**src/rtl/mem_port_arbiter_if.sv**
```systemverilog
// Bus bundle between the instruction-fetch/load-store requesters, the arbiter
// and the shared byte-wide RAM/IO port.
interface mem_port_arbiter_if;
  logic        rdy;
  logic        rollback_signal;
  logic        if_req;
  logic [31:0] if_addr;
  logic        if_done;
  logic [31:0] if_data;
  logic        ls_req;
  logic        ls_wr;
  logic [1:0]  ls_size;
  logic [31:0] ls_addr;
  logic [31:0] ls_wdata;
  logic        ls_done;
  logic [31:0] ls_rdata;
  logic        io_buffer_full;
  logic [7:0]  mem_din;
  logic [7:0]  mem_dout;
  logic [31:0] mem_a;
  logic        mem_wr;

  modport master (
    input  rdy, rollback_signal, if_req, if_addr, ls_req, ls_wr, ls_size,
           ls_addr, ls_wdata, io_buffer_full, mem_din,
    output if_done, if_data, ls_done, ls_rdata, mem_dout, mem_a, mem_wr
  );

  modport slave (
    output rdy, rollback_signal, if_req, if_addr, ls_req, ls_wr, ls_size,
           ls_addr, ls_wdata, io_buffer_full, mem_din,
    input  if_done, if_data, ls_done, ls_rdata, mem_dout, mem_a, mem_wr
  );
endinterface

```
**src/rtl/mem_port_arbiter.sv**
```systemverilog
// Arbitrates instruction-fetch and load/store requests onto one byte-wide
// memory port, serialising each access into byte cycles with a 1-cycle read latency.
module mem_port_arbiter (
  input  logic               clk,
  input  logic               rst,
  mem_port_arbiter_if.master bus
);

  typedef enum logic [1:0] {
    IDLE  = 2'd0,
    READ  = 2'd1,
    WRITE = 2'd2,
    DONE  = 2'd3
  } state_t;

  state_t      state_r, state_s;
  logic [2:0]  cnt_r, cnt_s;
  logic [2:0]  len_r, len_s;
  logic        last_grant_r, last_grant_s;
  logic        owner_r, owner_s;
  logic        wr_r, wr_s;
  logic [31:0] addr_r, addr_s;
  logic [31:0] wdata_r, wdata_s;
  logic [31:0] rdata_r, rdata_s;

  logic        pick_ls_s;
  logic [1:0]  byte_sel_s;
  logic        io_stall_s;
  logic        done_ok_s;
  logic [31:0] mem_a_s;
  logic [7:0]  mem_dout_s;
  logic        mem_wr_s;
  logic        if_done_s;
  logic        ls_done_s;

  function automatic logic [2:0] size_to_len(input logic [1:0] size);
    case (size)
      2'b00:   return 3'd1;
      2'b01:   return 3'd2;
      default: return 3'd4;
    endcase
  endfunction

  // Store to the UART window waits while its buffer is full.
  assign io_stall_s = (state_r == WRITE) && (addr_r[17:16] == 2'b11) && bus.io_buffer_full;

  // State and transfer-context registers.
  always_ff @(posedge clk) begin
    if (rst) begin
      state_r      <= IDLE;
      cnt_r        <= 3'd0;
      len_r        <= 3'd0;
      last_grant_r <= 1'b1;
      owner_r      <= 1'b0;
      wr_r         <= 1'b0;
      addr_r       <= 32'h0;
      wdata_r      <= 32'h0;
      rdata_r      <= 32'h0;
    end else begin
      state_r      <= state_s;
      cnt_r        <= cnt_s;
      len_r        <= len_s;
      last_grant_r <= last_grant_s;
      owner_r      <= owner_s;
      wr_r         <= wr_s;
      addr_r       <= addr_s;
      wdata_r      <= wdata_s;
      rdata_r      <= rdata_s;
    end
  end

  // Next-state, grant and read-byte capture.
  always_comb begin
    state_s      = state_r;
    cnt_s        = cnt_r;
    len_s        = len_r;
    last_grant_s = last_grant_r;
    owner_s      = owner_r;
    wr_s         = wr_r;
    addr_s       = addr_r;
    wdata_s      = wdata_r;
    rdata_s      = rdata_r;
    pick_ls_s    = bus.ls_req & (~bus.if_req | ~last_grant_r);
    byte_sel_s   = cnt_r[1:0] - 2'd1;
    if (!bus.rdy) begin
      state_s = state_r;
    end else begin
      case (state_r)
        IDLE: begin
          if (!bus.rollback_signal && (bus.if_req || bus.ls_req)) begin
            owner_s      = pick_ls_s;
            last_grant_s = pick_ls_s;
            addr_s       = pick_ls_s ? bus.ls_addr : bus.if_addr;
            wr_s         = pick_ls_s & bus.ls_wr;
            len_s        = pick_ls_s ? size_to_len(bus.ls_size) : 3'd4;
            wdata_s      = pick_ls_s ? bus.ls_wdata : 32'h0;
            rdata_s      = 32'h0;
            cnt_s        = 3'd0;
            state_s      = (pick_ls_s && bus.ls_wr) ? WRITE : READ;
          end else begin
            state_s = IDLE;
          end
        end
        READ: begin
          if (bus.rollback_signal) begin
            state_s = IDLE;
            cnt_s   = 3'd0;
          end else begin
            // mem_din now holds the byte addressed one cycle earlier
            if (cnt_r != 3'd0) begin
              rdata_s[{byte_sel_s, 3'b000} +: 8] = bus.mem_din;
            end else begin
              rdata_s = rdata_r;
            end
            if (cnt_r == len_r) begin
              state_s = DONE;
              cnt_s   = 3'd0;
            end else begin
              cnt_s = cnt_r + 3'd1;
            end
          end
        end
        WRITE: begin
          if (io_stall_s) begin
            cnt_s = cnt_r;
          end else if (cnt_r == len_r - 3'd1) begin
            state_s = DONE;
            cnt_s   = 3'd0;
          end else begin
            cnt_s = cnt_r + 3'd1;
          end
        end
        DONE: begin
          state_s = IDLE;
        end
        default: begin
          state_s = IDLE;
          cnt_s   = 3'd0;
        end
      endcase
    end
  end

  // Memory port drive and completion pulses.
  always_comb begin
    mem_a_s    = 32'h0;
    mem_dout_s = 8'h0;
    mem_wr_s   = 1'b0;
    if_done_s  = 1'b0;
    ls_done_s  = 1'b0;
    done_ok_s  = 1'b0;
    if (rst) begin
      mem_a_s = 32'h0;
    end else begin
      case (state_r)
        READ: begin
          // while frozen, re-present the byte whose data is still in flight
          if (!bus.rdy) begin
            mem_a_s = addr_r + {29'd0, (cnt_r == 3'd0) ? 3'd0 : (cnt_r - 3'd1)};
          end else if (cnt_r < len_r) begin
            mem_a_s = addr_r + {29'd0, cnt_r};
          end else begin
            mem_a_s = 32'h0;
          end
        end
        WRITE: begin
          mem_a_s    = addr_r + {29'd0, cnt_r};
          mem_dout_s = wdata_r[{cnt_r[1:0], 3'b000} +: 8];
          mem_wr_s   = bus.rdy & ~io_stall_s;
        end
        DONE: begin
          done_ok_s = bus.rdy & ~(bus.rollback_signal & ~wr_r);
          if_done_s = done_ok_s & ~owner_r;
          ls_done_s = done_ok_s & owner_r;
        end
        default: begin
          mem_a_s = 32'h0;
        end
      endcase
    end
  end

  assign bus.mem_a    = mem_a_s;
  assign bus.mem_dout = mem_dout_s;
  assign bus.mem_wr   = mem_wr_s;
  assign bus.if_done  = if_done_s;
  assign bus.ls_done  = ls_done_s;
  assign bus.if_data  = if_done_s ? rdata_r : 32'h0;
  assign bus.ls_rdata = ls_done_s ? rdata_r : 32'h0;

endmodule

```
**src/flat_wrapper.sv**
```systemverilog
// flat-port wrapper written by rule: the top's interface ports become plain ports
module mem_port_arbiter_flat 
  (clk, rst, bus_rdy, bus_rollback_signal, bus_if_req, bus_if_addr, bus_ls_req, bus_ls_wr, bus_ls_size, bus_ls_addr, bus_ls_wdata, bus_io_buffer_full, bus_mem_din, bus_if_done, bus_if_data, bus_ls_done, bus_ls_rdata, bus_mem_dout, bus_mem_a, bus_mem_wr);
  mem_port_arbiter_if bus_i ();
  input  logic clk;
  input  logic rst;
  input wire logic [$bits(bus_i.rdy)-1:0] bus_rdy;
  input wire logic [$bits(bus_i.rollback_signal)-1:0] bus_rollback_signal;
  input wire logic [$bits(bus_i.if_req)-1:0] bus_if_req;
  input wire logic [$bits(bus_i.if_addr)-1:0] bus_if_addr;
  input wire logic [$bits(bus_i.ls_req)-1:0] bus_ls_req;
  input wire logic [$bits(bus_i.ls_wr)-1:0] bus_ls_wr;
  input wire logic [$bits(bus_i.ls_size)-1:0] bus_ls_size;
  input wire logic [$bits(bus_i.ls_addr)-1:0] bus_ls_addr;
  input wire logic [$bits(bus_i.ls_wdata)-1:0] bus_ls_wdata;
  input wire logic [$bits(bus_i.io_buffer_full)-1:0] bus_io_buffer_full;
  input wire logic [$bits(bus_i.mem_din)-1:0] bus_mem_din;
  output wire logic [$bits(bus_i.if_done)-1:0] bus_if_done;
  output wire logic [$bits(bus_i.if_data)-1:0] bus_if_data;
  output wire logic [$bits(bus_i.ls_done)-1:0] bus_ls_done;
  output wire logic [$bits(bus_i.ls_rdata)-1:0] bus_ls_rdata;
  output wire logic [$bits(bus_i.mem_dout)-1:0] bus_mem_dout;
  output wire logic [$bits(bus_i.mem_a)-1:0] bus_mem_a;
  output wire logic [$bits(bus_i.mem_wr)-1:0] bus_mem_wr;
  assign bus_i.rdy = bus_rdy;
  assign bus_i.rollback_signal = bus_rollback_signal;
  assign bus_i.if_req = bus_if_req;
  assign bus_i.if_addr = bus_if_addr;
  assign bus_i.ls_req = bus_ls_req;
  assign bus_i.ls_wr = bus_ls_wr;
  assign bus_i.ls_size = bus_ls_size;
  assign bus_i.ls_addr = bus_ls_addr;
  assign bus_i.ls_wdata = bus_ls_wdata;
  assign bus_i.io_buffer_full = bus_io_buffer_full;
  assign bus_i.mem_din = bus_mem_din;
  assign bus_if_done = bus_i.if_done;
  assign bus_if_data = bus_i.if_data;
  assign bus_ls_done = bus_i.ls_done;
  assign bus_ls_rdata = bus_i.ls_rdata;
  assign bus_mem_dout = bus_i.mem_dout;
  assign bus_mem_a = bus_i.mem_a;
  assign bus_mem_wr = bus_i.mem_wr;
  mem_port_arbiter u_core (.clk(clk), .rst(rst), .bus(bus_i));
endmodule
```
**config.mk**
```make
export PLATFORM = sky130hd
export DESIGN_NAME = mem_port_arbiter_flat
export DESIGN_NICKNAME = d
export VERILOG_FILES = /design/src/rtl/mem_port_arbiter_if.sv /design/src/rtl/mem_port_arbiter.sv /design/src/flat_wrapper.sv
export SDC_FILE = /design/constraint.sdc
export NUM_CORES = 1
export LEC_CHECK = 0
export CAP_MARGIN = 20
export CELL_PAD_IN_SITES_DETAIL_PLACEMENT = 2
export CELL_PAD_IN_SITES_GLOBAL_PLACEMENT = 2
export CORE_ASPECT_RATIO = 1.75
export CORE_UTILIZATION = 26
export CTS_CLUSTER_SIZE = 28
export DETAILED_ROUTE_END_ITERATION = 10
export HOLD_SLACK_MARGIN = 0.12
export PLACE_DENSITY_LB_ADDON = 0.1
export SLEW_MARGIN = 20
export SYNTH_ARGS = -nofsm -noshare
export SYNTH_HDL_FRONTEND = slang
export SYNTH_SLANG_ARGS = --single-unit
```
**constraint.sdc**
```tcl
create_clock -name clk -period 4.8 [get_ports clk]
set_input_delay 0.48 -clock clk [delete_from_list [all_inputs] [get_ports clk]]
set_output_delay 0.48 -clock clk [all_outputs]
set_load 0.01 [all_outputs]
```
# After elaboration in Yosys (flattened, before gate mapping)
# Cells that the tools add are included.
[op_classes]
addsub = 7
multipliers = 0
div_mod_pow = 0
magnitude_cmp = 1
eq_ne = 13
shifts = 3
n_mux = 37
bitwise = 14
reduce_logical = 16
[ops]
columns = ["operator", "n"]
rows = [
  ["$mux W32", 10],
  ["$pmux W32 S2", 2],
  ["$add A32 B3 Y32", 2],
  ["$bwmux W32", 1],
  ["$shift A8 B7 Y32 const A", 1],
  ["$shiftx A32 B6 Y8", 1],
  ["$shiftx A8 B7 Y32", 1],
  ["$mux W3", 7],
  ["$mux W8", 2],
  ["$mux W2", 6],
  ["$pmux W3 S3", 1],
  ["$pmux W2 S4", 1],
  ["$reduce_and A4 Y1", 2],
  ["$and A1 B1 Y1", 7],
  ["$neg A5 Y7", 1],
  ["$eq A2 B2 Y1 const B", 3],
  ["$eq A3 B3 Y1", 2],
  ["$mux W1", 6],
  ["$ne A2 B2 Y1 const B", 3],
  ["$not A1 Y1", 6],
  ["$pmux W3 S2", 1],
  ["$reduce_bool A3 Y1", 2],
  ["$sub A3 B1 Y3 const B", 2],
  ["$reduce_and A5 Y1", 1],
  ["other kinds (14)", 20],
]
[word_totals]
regBits = 107
latchBits = 0
mem_bits_rw = 0
mem_bits_ro = 0
in_bits = 114
output_inout_bits = 107
elab_cells = 100
mem_count = 0

# Depth between registers and ports, before layout
[depth]
ltp_word = 8
ltp_mapped = 15
mapped_depth_nobuf = 12

# Worst setup path before layout
# No wires, ideal clock.
[synth_path]
path_type = "reg-to-output"
start = "register u_core.cnt_r[0]"
end = "output bus_mem_a[16]"
arrival_time_ns = 3.201
path_slack_ns = 1.119
stages_incl_launch_ff = 16
n_path_buf = 3
cell_sequence = "dfxtp_1 -> clkbuf_1 -> buf_2 -> inv_1 -> ha_1 -> nor2b_1 -> nor2_1 -> ha_1 -> inv_1 -> fa_1 -> nor2b_1 -> o211a_1 -> buf_2 -> nand2_1 -> o221a_2 -> nor3_1"
[synth_between]
elab_chain_cells = 6
[synth_lines]
columns = ["item", "line_no", "text"]
rows = [
  ["start: declaration", "mem_port_arbiter.sv:17", "logic [2:0] cnt_r, cnt_s;"],
  ["start signal: assignment", "mem_port_arbiter.sv:61", "cnt_r <= cnt_s;"],
  ["$sub A3 B1 Y3 / $logic_not A3 Y1 (equally long branches)", "mem_port_arbiter.sv:159", "mem_a_s = addr_r + {29'd0, (cnt_r == 3'd0) ? 3'd0 : (cnt_r - 3'd1)};"],
  ["$mux W3", "mem_port_arbiter.sv:159", ""],
  ["$add A32 B3 Y32", "mem_port_arbiter.sv:159", ""],
  ["$mux W32", "mem_port_arbiter.sv:158", "if (!bus.rdy) begin"],
  ["$pmux W32 S2 (*)", "mem_port_arbiter.sv:155", "case (state_r)"],
  ["$mux W32 (*)", "mem_port_arbiter.sv:152", "if (rst) begin"],
  ["end: declaration", "flat_wrapper.sv:23", "output wire logic [$bits(bus_i.mem_a)-1:0] bus_mem_a;"],
]
# Mark *: on every way between the ends. The rest lies on a longest branch, timed or not.

# Worst setup path after layout
[layout_path]
start = "register u_core.cnt_r[0]"
end = "output bus_mem_a[20]"
# The elaborated chain is that of the path after synthesis.

==> flow_metrics.env <==
export IMPL_drt_pass1_iterations=4
export IMPL_grt_use_total_pct=22.4
export IMPL_combPwrFrac_pct=17.9
export IMPL_antenna_found_initial=0
export IMPL_status="finished clean"
export IMPL_synthCells=964
export IMPL_crit_path_start="u_core.cnt_r[0]$_SDFFE_PP0P_"
export IMPL_synth_edf_count=0
export IMPL_finish_net_count=1282
export IMPL_htreeDepth=3
export IMPL_cp_arrival_ps=4040
export IMPL_avgRoutedWirePerCell_um=20.4
export IMPL_cp_required_ps=4320
export IMPL_drive_gt1_share_pct=7.91
export IMPL_drc_errors=0
export IMPL_die_area_um2=28300
export IMPL_hpwl_mm=23.3
export IMPL_startpoint_type="flop"
export IMPL_syn_area_per_cell_um2=7.44
export IMPL_fmaxAchievable_ghz=0.221
export IMPL_grt_max_degree=98
export IMPL_finalHoldViolations=0
export IMPL_r2r_start="u_core.state_r[1]$_SDFFE_PP0P_"
export IMPL_setup_tns_final_ps=0
export IMPL_layout_cells_non_filler=1519
export IMPL_n_antenna_cell=0
export IMPL_rows=80
export IMPL_cts_sinks=107
export IMPL_synth_top_area_share_pct=29.8
export IMPL_yosysUniqueCellTypes=76
export IMPL_holdWs_ps=452
export IMPL_swShare_pct=32.2
export IMPL_p_per_area_nw_per_um2=216
export IMPL_switchingPower_mw=0.697
export IMPL_chipWidth_um=128
export IMPL_tightest_slew_ps=1120
export IMPL_ir_drop_mv=0.168
export IMPL_p_leak_nw=3.29
export IMPL_coreArea_um2=27200
export IMPL_cts_tree="done"
export IMPL_initial_core_util_pct=26.4
export IMPL_grt_overflow=0
export IMPL_drt_total_wl_mm=31.0
export IMPL_io_pins=221
export IMPL_setup_viol=0
export IMPL_ys_warn_count=0
export IMPL_slew_headroom_pct=25.0
export IMPL_ctsLongestPathBuffers=2
export IMPL_cp_max_fo=10
export IMPL_num_vias=7923
export IMPL_synth_top_flop_cell="dfxtp_1"
export IMPL_ys_seq_area_share_pct=29.8
export IMPL_grt_pass1_wl_mm=48.9
export IMPL_synthTopCellsByCount="187 x nand2_1, 107 x dfxtp_1, 81 x a21oi_1, 71 x and2_1, 66 x nor2_1"
export IMPL_skew_ps=6.23
export IMPL_drt_iter0_drc=177
export IMPL_synth_top_area_cell="dfxtp_1"
export IMPL_cap_violations=0
export IMPL_synth_fp_nets=1101
export IMPL_syn_area_um2=7180
export IMPL_grt_pass1_vias=8736
export IMPL_routed_via_density=5.22
export IMPL_area_growth_pct=39.8
export IMPL_portBuffers=220
export IMPL_clock_power_share_pct=37.6
export IMPL_clock_latency_ps=370
export IMPL_path_clk_slew_ps=90
export IMPL_rsz0062_at_grt="false"
export IMPL_synthTopCellsByArea="dfxtp_1 30%, nand2_1 9.8%, and2_1 6.2%, a21oi_1 5.6%, nand3_1 4.3%"
export IMPL_drv_slew=0
export IMPL_yosysMostFrequentCell="nand2_1"
export IMPL_ys_ff_latch=107
export IMPL_synthArstFlopShare_pct=0
export IMPL_holdCritPathClass="flop to flop"
export IMPL_die_h_um=222
export IMPL_fin_crit_sh_pct=94.1
export IMPL_numCtsBuffers=9
export IMPL_clockRootBuffer="clkbuf_16"
export IMPL_min_from="u_core.wdata_r[20]$_SDFFE_PP0P_"
export IMPL_design_power_total_mw=2.16
export IMPL_min_period_ps=4520
export IMPL_seqPwrFrac_pct=44.5
export IMPL_intPower_mw=1.47
export IMPL_critPathKind="flop to output pin"
export IMPL_gp_congestion=0.809
export IMPL_ant_nets=0
export IMPL_end_kind="output pin"
export IMPL_dp_cells=1502
placed cells by master, fill, tap and decap left out, drive strengths merged, types with 3 or more instances in the layout:
cell,Yosys,final
a21oi,82,82
a31oi,17,17
a211oi,9,9
o31ai,5,5
o21ai,19,19
buf,17,18
a221oi,6,6
o211a,5,5
mux2i,6,6
nand4,7,7
or2,28,28
nor2b,16,16
nor2,68,68
mux4,8,8
nand2,187,187
nor4,7,7
o211ai,4,4
and2,73,73
ha,21,21
o22ai,5,5
a311oi,33,33
a22oi,13,13
o221ai,4,4
and3,10,10
nand3,64,64
o32ai,5,5
nor3,18,18
clkbuf,50,9
clkdlybuf4s50,0,219
dfxtp,107,107
o221a,3,3
nand2b,10,10
inv,24,29
final timing paths:
path / to / slack [ps] / depth (start not counted)
hold reg to reg: u_core.wdata_r[20]$_SDFFE_PP0P_ / 450 / 2
setup / recovery: bus_mem_a[20] / 280 / 13
setup reg to reg: u_core.rdata_r[21]$_SDFFE_PP0P_ / 2110 / 7
hold / removal: u_core.wdata_r[20]$_SDFFE_PP0P_ / 450 / 2
worst max-delay path, cell delays in order (launching register included):
cell             delay [ps]
dfxtp_2                 450
inv_1                   140
ha_1                    260
nor2b_1                 160
nor2_1                  120
ha_1                    170
inv_1                    50
fa_1                    380
nor2b_1                 320
o211ai_1                260
nor3_1                  240
nor2_1                  130
o41ai_1                 340
clkdlybuf4s50_1         630
flip-flops by register name (all words and copies together) (netlist names):
signal,count
u_core.addr_r,32
u_core.cnt_r,3
u_core.last_grant_r,1
u_core.len_r,3
u_core.owner_r,1
u_core.rdata_r,32
u_core.state_r,2
u_core.wdata_r,32
u_core.wr_r,1
power groups by stage:
stage          clock network (mW)  registers (mW)  logic [mW]
6_report                    0.815           0.962       0.387
3_5_place_dp                    0           0.984       0.390
5_1_grt                     0.871           0.969       0.427
2_1_floorplan                   0           0.961       0.210
4_1_cts                     0.848           0.963       0.393
3_3_place_gp                    0           0.983       0.384
final cells by class:
cell class | count | area, µm²
fill | 3181 | 17200
multi-input combinational | 766 | 4680
timing repair buffer | 237 | 2350
sequential | 107 | 2140
tap | 369 | 462
clock buffer | 9 | 225
inverter | 24 | 90.1
clock inverter | 7 | 86.3
stage by stage:
| stage | util [%] | instance area [µm²] | worst slack [ps] |
|---|---|---|---|
| 2_1_floorplan | - | 7180 | 1120 |
| 3_3_place_gp | 35.6 | 9690 | 642 |
| 3_5_place_dp | 35.6 | 9690 | 509 |
| 4_1_cts | 36.7 | 10000 | 88.5 |
| 5_1_grt | 36.8 | 10000 | 72.0 |
| 6_report | 36.8 | 10000 | 284 |
layer usage:
layer  wire length [µm]  vias up  GRT usage [%]
met5                  0        -              0
met4                727        0           7.55
met3               1100       30           3.04
met2              17600      152           45.1
met1              11600     3959           22.8
li1                   -     3782              -
kinds of logic (layout without fill, tap and decap cells):
family          count (synthesis)  after routing  share of synthesized area (%)
xor+xnor                        3              3                          0.575
simple gates                  498            498                           34.3
buf+inv                        91            277                           5.06
mux                            15             15                           3.50
flops                         107            107                           29.8
fa+ha+maj                      23             23                           4.22
compound gates                227            227                           22.5
repair_timing:
action | 4_1_cts | 5_1_grt
resized for setup | 0 | 1
hold buffers | 0 | 0
endpoints found under the setup margin | 0 | 4
setup buffers | 0 | 0
No activity file was read; power rests on OpenSTA's default activity.
